### src/rtl/equiv_monitor_pkg.sv
// rtl/equiv_monitor_pkg.sv - shared types, defaults and helpers for equiv_monitor
//
// Contents:
//   state_e    : monitor FSM state (IDLE=0, MATCH=1, PEND=2, FAIL=3)
//   DEF_*      : default parameter values for the monitor
//   sat_inc()  : increment that sticks at the all-ones value of a given width
package equiv_monitor_pkg;

  typedef enum logic [1:0] {
    ST_IDLE  = 2'd0,
    ST_MATCH = 2'd1,
    ST_PEND  = 2'd2,
    ST_FAIL  = 2'd3
  } state_e;

  localparam int DEF_CNT_W = 16;
  localparam int DEF_TOL   = 0;
  localparam int DEF_TS_W  = 32;

  // Operates on a 64-bit container so one function serves every counter
  // width; w must be in 1..64.
  function automatic logic [63:0] sat_inc(input logic [63:0] v, input int w);
    logic [63:0] max_v;
    max_v = ~64'd0 >> (64 - w);
    return (v >= max_v) ? v : v + 64'd1;
  endfunction

endpackage

### src/rtl/equiv_sat_counter.sv
// rtl/equiv_sat_counter.sv - saturating up-counter with synchronous clear
//
// Ports:
//   clk   in       clock, rising edge
//   rst_n in       asynchronous active-low reset
//   inc   in       increment request (ignored once all-ones is reached)
//   clr   in       synchronous clear, wins over inc
//   cnt   out [W]  current count
module equiv_sat_counter
  import equiv_monitor_pkg::*;
#(
  parameter int W = DEF_CNT_W
) (
  input  logic         clk,
  input  logic         rst_n,
  input  logic         inc,
  input  logic         clr,
  output logic [W-1:0] cnt
);

  logic [W-1:0] cnt_q;
  logic [W-1:0] cnt_d;

  always_comb begin
    cnt_d = cnt_q;
    if (clr) begin
      cnt_d = '0;
    end else if (inc) begin
      cnt_d = W'(sat_inc(64'(cnt_q), W));
    end
  end

  always_ff @(posedge clk or negedge rst_n) begin
    if (!rst_n) begin
      cnt_q <= '0;
    end else begin
      cnt_q <= cnt_d;
    end
  end

  assign cnt = cnt_q;

endmodule

### src/rtl/equiv_monitor.sv
// rtl/equiv_monitor.sv - hardware iff-equivalence monitor for a pair of 1-bit signals
//
// Optional feature macro: EQUIV_MONITOR_TSTAMP_EN (free-running cycle counter
// and first-failure timestamp; when undefined first_fail_ts is tied to 0).
//
// Ports:
//   clk           in            sampling clock, rising edge
//   rst_n         in            asynchronous active-low reset
//   en            in            sampling enable
//   clr           in            synchronous clear of results (beats a sample)
//   sig_a, sig_b  in            signals checked for equivalence
//   pass_pulse    out           one-cycle pulse per equivalent sample
//   fail_pulse    out           one-cycle pulse per declared failure
//   err_sticky    out           set on first failure, held until clr/reset
//   pass_cnt      out [CNT_W]   saturating count of passing samples
//   fail_cnt      out [CNT_W]   saturating count of failing samples
//   mismatch_run  out [CNT_W]   current consecutive-mismatch length
//   state         out [2]       FSM state (IDLE/MATCH/PEND/FAIL)
//   first_fail_ts out [TS_W]    cycle stamp of first failure
module equiv_monitor
  import equiv_monitor_pkg::*;
#(
  parameter int CNT_W = DEF_CNT_W,
  parameter int TOL   = DEF_TOL,
  parameter int TS_W  = DEF_TS_W
) (
  input  logic             clk,
  input  logic             rst_n,
  input  logic             en,
  input  logic             clr,
  input  logic             sig_a,
  input  logic             sig_b,
  output logic             pass_pulse,
  output logic             fail_pulse,
  output logic             err_sticky,
  output logic [CNT_W-1:0] pass_cnt,
  output logic [CNT_W-1:0] fail_cnt,
  output logic [CNT_W-1:0] mismatch_run,
  output logic [1:0]       state,
  output logic [TS_W-1:0]  first_fail_ts
);

  localparam logic [63:0] TOL_L = 64'(TOL);

  logic   sample;
  logic   eq;
  logic   over_tol;
  logic   pass_d, fail_d, mism_d, run_clr;
  logic   err_sticky_d;
  state_e state_d;

  logic   pass_pulse_q, fail_pulse_q, err_sticky_q;
  state_e state_q;

  // clr discards any sample taken on the same edge.
  assign sample   = en & ~clr;
  assign eq       = (sig_a == sig_b);
  assign over_tol = (64'(mismatch_run) >= TOL_L);

  always_comb begin
    pass_d       = sample & eq;
    mism_d       = sample & ~eq;
    fail_d       = mism_d & over_tol;
    run_clr      = clr | ~en | pass_d;
    err_sticky_d = clr ? 1'b0 : (err_sticky_q | fail_d);
    state_d      = state_q;
    if (clr || !en) begin
      state_d = ST_IDLE;
    end else if (eq) begin
      state_d = ST_MATCH;
    end else if (over_tol) begin
      state_d = ST_FAIL;
    end else begin
      state_d = ST_PEND;
    end
  end

  always_ff @(posedge clk or negedge rst_n) begin
    if (!rst_n) begin
      state_q      <= ST_IDLE;
      pass_pulse_q <= 1'b0;
      fail_pulse_q <= 1'b0;
      err_sticky_q <= 1'b0;
    end else begin
      state_q      <= state_d;
      pass_pulse_q <= pass_d;
      fail_pulse_q <= fail_d;
      err_sticky_q <= err_sticky_d;
    end
  end

  equiv_sat_counter #(.W(CNT_W)) u_pass_cnt (
    .clk  (clk),
    .rst_n(rst_n),
    .inc  (pass_d),
    .clr  (clr),
    .cnt  (pass_cnt)
  );

  equiv_sat_counter #(.W(CNT_W)) u_fail_cnt (
    .clk  (clk),
    .rst_n(rst_n),
    .inc  (fail_d),
    .clr  (clr),
    .cnt  (fail_cnt)
  );

  // The run length restarts on any equivalent sample or when sampling stops.
  equiv_sat_counter #(.W(CNT_W)) u_run_cnt (
    .clk  (clk),
    .rst_n(rst_n),
    .inc  (mism_d),
    .clr  (run_clr),
    .cnt  (mismatch_run)
  );

`ifdef EQUIV_MONITOR_TSTAMP_EN
  logic [TS_W-1:0] ts_q, ts_d;
  logic [TS_W-1:0] first_fail_ts_q, first_fail_ts_d;

  always_comb begin
    ts_d            = ts_q + 1'b1;
    first_fail_ts_d = first_fail_ts_q;
    if (clr) begin
      first_fail_ts_d = '0;
    end else if (fail_d && !err_sticky_q) begin
      // err_sticky low means this is the first failure since reset/clr.
      first_fail_ts_d = ts_q;
    end
  end

  always_ff @(posedge clk or negedge rst_n) begin
    if (!rst_n) begin
      ts_q            <= '0;
      first_fail_ts_q <= '0;
    end else begin
      ts_q            <= ts_d;
      first_fail_ts_q <= first_fail_ts_d;
    end
  end

  assign first_fail_ts = first_fail_ts_q;
`else
  assign first_fail_ts = '0;
`endif

  assign pass_pulse = pass_pulse_q;
  assign fail_pulse = fail_pulse_q;
  assign err_sticky = err_sticky_q;
  assign state      = state_q;

endmodule

### config.mk
export PLATFORM = sky130hd
export DESIGN_NAME = equiv_monitor
export DESIGN_NICKNAME = d
export VERILOG_FILES = /design/src/rtl/equiv_monitor_pkg.sv /design/src/rtl/equiv_sat_counter.sv /design/src/rtl/equiv_monitor.sv
export SDC_FILE = /design/constraint.sdc
export NUM_CORES = 1
export LEC_CHECK = 0
export BUFFER_PORTS_ARGS = -buffer_cell sky130_fd_sc_hd__buf_2
export CELL_PAD_IN_SITES_DETAIL_PLACEMENT = 0
export CELL_PAD_IN_SITES_GLOBAL_PLACEMENT = 1
export CORE_MARGIN = 1.5
export CORE_UTILIZATION = 39
export DETAILED_ROUTE_END_ITERATION = 10
export PLACE_DENSITY = 0.85
export RECOVER_POWER = 50
export SKIP_LAST_GASP = 1
export SLEW_MARGIN = 20
export SYNTH_ARGS = -nofsm -noshare
export SYNTH_HDL_FRONTEND = slang
export SYNTH_SLANG_ARGS = --single-unit
### constraint.sdc
create_clock -name clk -period 2.65 [get_ports clk]
set_clock_uncertainty 0.15 [all_clocks]
set_input_delay 0.265 -clock clk [delete_from_list [all_inputs] [get_ports clk]]
set_output_delay 0.265 -clock clk [all_outputs]
set_load 0.01 [all_outputs]
* Word-level counts from Yosys, hierarchy flattened
Index checks and enable logic that the tools add are counted.
Storage, ports and cells: register bits 53, logic and storage cells 46
Cells by class: $add $sub $neg 3, order comparisons 3, equal/unequal tests 4, multiplexer cells 12, bitwise gates (word level) 9, reduce and logical (&&, ||, !) cells 8
Operator list (count):
- 2-to-1 mux 16 bit | 9
- adder 16 x 1 -> 16 bit (second input constant) | 3
- >= comparator 16 bit (second input constant) | 3
- inequality test 2 bit (second input constant) | 3
- AND reduction 2 bit | 3
- nonzero test 2 bit | 3
- 2-to-1 mux 2 bit | 2
- bitwise AND 1 bit | 3
- inverter 1 bit | 3
- OR 1 bit | 3
- equality test 1 bit | 1
- zero test 1 bit | 1
- logical OR 1 bit | 1
- 2-to-1 mux 1 bit | 1

* Depth between registers and ports, before layout
depth after elaboration 6, mapped depth 8, gate-level depth less buffers 6

* Modules after synthesis
Synthesis repeated with hierarchy kept, for this count alone.
Unflattened totals: cell total of the unflattened synthesis 320, area total of the unflattened synthesis 3045.4 um^2
Modules (own cells, without submodules):
- equiv_sat_counter | times used 3, cells an instance 91, area an instance 879.6 um^2
- equiv_monitor | times used 1, cells an instance 47, area an instance 406.6 um^2

* Worst setup path before layout
No wires, ideal clock.
path type reg-to-reg, from register u_fail_cnt.cnt_q[0] (netlist: u_fail_cnt.cnt[0]), to register u_fail_cnt.cnt_q[11] (netlist: u_fail_cnt.cnt[11]), library setup time 0.124 ns, arrival 1.786 ns, slack 0.590 ns, cell stages (with the launch flop) 6, path through dfrtp_1 ha_1 nand3_1 or4_4 and4_1 a211o_1
On the way: longest elaborated chain between the ends 4
RTL lines:
- start: declaration | RTL line equiv_sat_counter.sv:21 | logic [W-1:0] cnt_q;
- start signal: assignment | RTL line equiv_sat_counter.sv:37 | cnt_q <= cnt_d;
- adder 16 x 1 -> 16 bit | RTL line equiv_monitor_pkg.sv:25 | return (v >= max_v) ? v : v + 64'd1;
- 2-to-1 mux 16 bit | RTL line equiv_monitor_pkg.sv:25
- 2-to-1 mux 16 bit | RTL line equiv_sat_counter.sv:28 | end else if (inc) begin
- 2-to-1 mux 16 bit | RTL line equiv_sat_counter.sv:26 | if (clr) begin
Several ways; a longest one is shown, not always the timed one. The select of a mux whose other input is x is not followed. A chain may end at the register's enable or synchronous reset.

* Final worst setup path
from register u_fail_cnt.cnt_q[0] (netlist: u_fail_cnt.cnt[0]), to register u_fail_cnt.cnt_q[10] (netlist: u_fail_cnt.cnt[10])
Same word-level chain as after synthesis.

==> metrics.md <==
| Metric | Value |
|---|---|
| Status | completed |
| Worst setup path endpoint | u_fail_cnt.cnt[10] |
| R2r setup slk | ~0.47 ns |
| Worst relative slew slack | approximately 2.1% |
| Non-filler instance count after layout | roughly 490 |
| Drt pass-1 iters | 4 |
| Area share of the largest cell type after synthesis | a little over two fifths |
| # nets final | 398 |
| # placed instances | approximately 480 |
| Number of setup violations in the final report | 0 |
| Antenna Violating Nets Remaining | 0 |
| Die area | approximately 0.0085 mm² |
| Worst setup path class | register to register |
| Worst Path Arrival | 2.27 ns |
| Setup tns final | 0 ns |
| Place WS | 0.514 ns |
| Hold Path Class | input port to register |
| Critical R2R Launch | u_fail_cnt.cnt[0] |
| Hold Path Depth | 3 |
| Final Max Slew Viols | 0 |
| Minimum clock period | 2.18 ns |
| Root Buffer | clkbuf_8 |
| Critical path, cell by cell | ha_1 > nand3_1 > or4_4 > a21oi_1 > a221o_1 |
| Global-route usage over all layers | approximately 18% |
| Setup ws final | ~0.47 ns |
| CTS max path bufs | 2 |
| Hold Violations, Final | 0 |
| Most frequent cell after synthesis | dfrtp_1 |
| CTS tree | yes |
| Post-DP Area | 0.00339 mm² |
| Drt initial violations | around 150 |
| Post-DP HPWL | 5.19 mm |
| Startpoint types | register |
| Area grow syn2layout | 11.9% |
| DR WL met3 | roughly 350 µm |
| Crit path launch | u_fail_cnt.cnt[0] |
| Internal power | approximately 1.1 mW |
| Input/output buffers | just under 60 |
| Fillcell total | 809 |
| Layout cells sized above 1 | 11.0% |
| Hold Slack | 0.171 ns |
| Final Cell Area | around 0.0035 mm² |
| Reg2Reg Depth | 5 |
| Skew-Pair Late Insertion Delay | about 0.30 ns |
| GPL Wtd Cong | approximately 0.86 |
| Unique masters post-synth | 50 |
| Design Power | 1.45 mW |
| Final routed DRC violation total | 0 |
| Routed via count | between 2000 and 3000 |
| Pwr dens | between 400 and 500 mW/mm² |
| Sw frac | 24.0% |
| Total grt overflow | 0 |
| Antenna diodes | 0 |
| Post-synthesis cell area | 0.00309 mm² |
| Worst Setup End Kind | register |
| Worst-path clk slew | about 0.09 ns |
| Leak pwr | 1.47 nW |
| Final core occ | roughly 45% |
| Sw power | roughly 0.35 mW |
| Tcrit/Tclk final | around 82% |
| Largest net degree at the start of global routing | 28 |
| Vias in the first global route | 2508 |
| Chip height | roughly 90 µm |
| Req. time, crit path | roughly 2.8 ns |
| Synth Flop Type | dfrtp_1 |
| CTS Sinks | 52 |
| Ys async rst share | 100% |
| F_max | approximately 460 MHz |
| Synth Register Bits | 52 |
| Worst-path maximum fanout | 6 |
| Highest Signal Layer | met4 |
| Antenna violations before repair | 0 |
| RR Endpoint | u_fail_cnt.cnt[10] |
| Core Rows | 32 |
| Met2 WL post-DR | 3.58 mm |
| Register area share after synthesis | approximately 42% |
| Metal-1 WL | between 3 and 4 mm |
| RSZ-0062 raised after global routing | no |
| Io pins | 91 |
| Die W | about 92 µm |
| Sequential Power Share | 55.7% |
| Synth area leader | dfrtp_1 |
| Wirelength per Cell | 14.9 µm |
| Leading post-synthesis cells by cell area | dfrtp_1, buf_4, a21oi_1, o31ai_1, or4_1 |
| First-pass GRT wire length | 12.1 mm |
| Clock share of power | a little under two fifths |
| Commonest cells in the netlist | dfrtp_1, buf_4, a21oi_1 |
| Syn. warnings | 0 |
| Worst path max stage delay | around 0.6 ns |
| Final WL | about 7.3 mm |
| Combinational share of power | 7.1% |
| Max VDD drop | 0.169 mV |
| Core Region | 0.00769 mm² |
| Synth Area per Inst | 9.44 µm² |
| Mapped Cells | 327 |
| H-tree depth | 2 |
| Post-synth EDFFs | 0 |
| Slowest cell on the critical path | or4_4 |
| DR vias/cell | around 5.6 |
| Max-cap viol count | 0 |
| Starting Density | approximately two fifths |
| Post-CTS Setup Bufs | 0 |
| Least-Margin Pin Slew | between 1 and 1.5 ns |
| Cts bufs inserted | 5 |
| PostCTS Resize Cnt | 0 |
[timing repair]
| action | CTS | global route |
|---|---|---|
| hold buffers | 1 | 0 |
| endpoints found under the hold margin | 25 | 0 |
| endpoints found under the setup margin | 0 | 0 |
[power groups by stage]
stage | Combinational (mW) | Sequential (mW) | Clock (mW)
floorplan | 0.0921 | 0.828 | 0
global placement | 0.106 | 0.823 | 0
detailed placement | 0.106 | 0.824 | 0
CTS | 0.107 | 0.808 | 0.561
global route | 0.116 | 0.810 | 0.586
finish | 0.103 | 0.808 | 0.541
[cell type report]
type                       instances  area [µm²]  area share, %
multi-input combinational        253        1580           45.7
sequential                        52        1300           37.7
inverter                          10        37.5           1.09
clock buffer                       6        72.6           2.10
tap                              102         128           3.69
clock inverter                     2        35.0           1.01
timing repair buffer              67         304           8.80
[how the worst min path moves through the flow]
stage,startpoint,endpoint,slack [ns]
after CTS,en,state[0],0.12
final,en,state[0],0.17
after floorplan,rst_n,err_sticky,-0.18
after global routing,en,state[0],0.17
after detailed placement,rst_n,u_run_cnt.cnt[14],0.16
after global placement,rst_n,u_run_cnt.cnt[14],0.17
[registers in the layout, indices dropped and copies added, names as in the netlist]
signal	cells
u_run_cnt.cnt	16
err_sticky	1
u_pass_cnt.cnt	16
fail_pulse	1
state	1
u_fail_cnt.cnt	16
pass_pulse	1
[layer usage]
metal / global-route usage [%] / vias up
li1: - / 1321
met1: 23.7 / 1340
met2: 28.8 / 83
met3: 3.48 / 4
met4: 4.74 / 0
met5: 0 / -
[layout by cell type, fill, tap and decap left out, drive strengths merged, types with 14 or more instances in the layout]
| master | Yosys | layout |
|---|---|---|
| conb | 1 | 32 |
| nand2 | 18 | 18 |
| dfrtp | 52 | 52 |
| clkbuf | 4 | 49 |
| nand3 | 18 | 18 |
| o31ai | 16 | 16 |
| a21oi | 25 | 25 |
| nor2 | 14 | 14 |
| buf | 39 | 23 |
| or4 | 17 | 17 |
| nand4 | 15 | 15 |
[worst max-delay path, delay by kind of cell (launching register included)]
family,cells,cell delay (ns)
adder cells (fa/ha/maj),1,0.21
flip-flops,1,0.42
AO/OA/AOI/OAI,2,0.53
AND/OR/NAND/NOR,2,0.81
[logic make-up after synthesis]
group                    after synthesis  synth area share [%]
AO/OA/AOI/OAI                         77                  17.1
multiplexers                           5                  1.74
adder cells (fa/ha/maj)                3                  1.22
other                                  1                 0.121
AND/OR/NAND/NOR                      130                  25.2
buffers and inverters                 53                  10.7
flip-flops                            52                  42.1
XOR/XNOR                               6                  1.70
No activity file was read; power rests on OpenSTA's default activity.
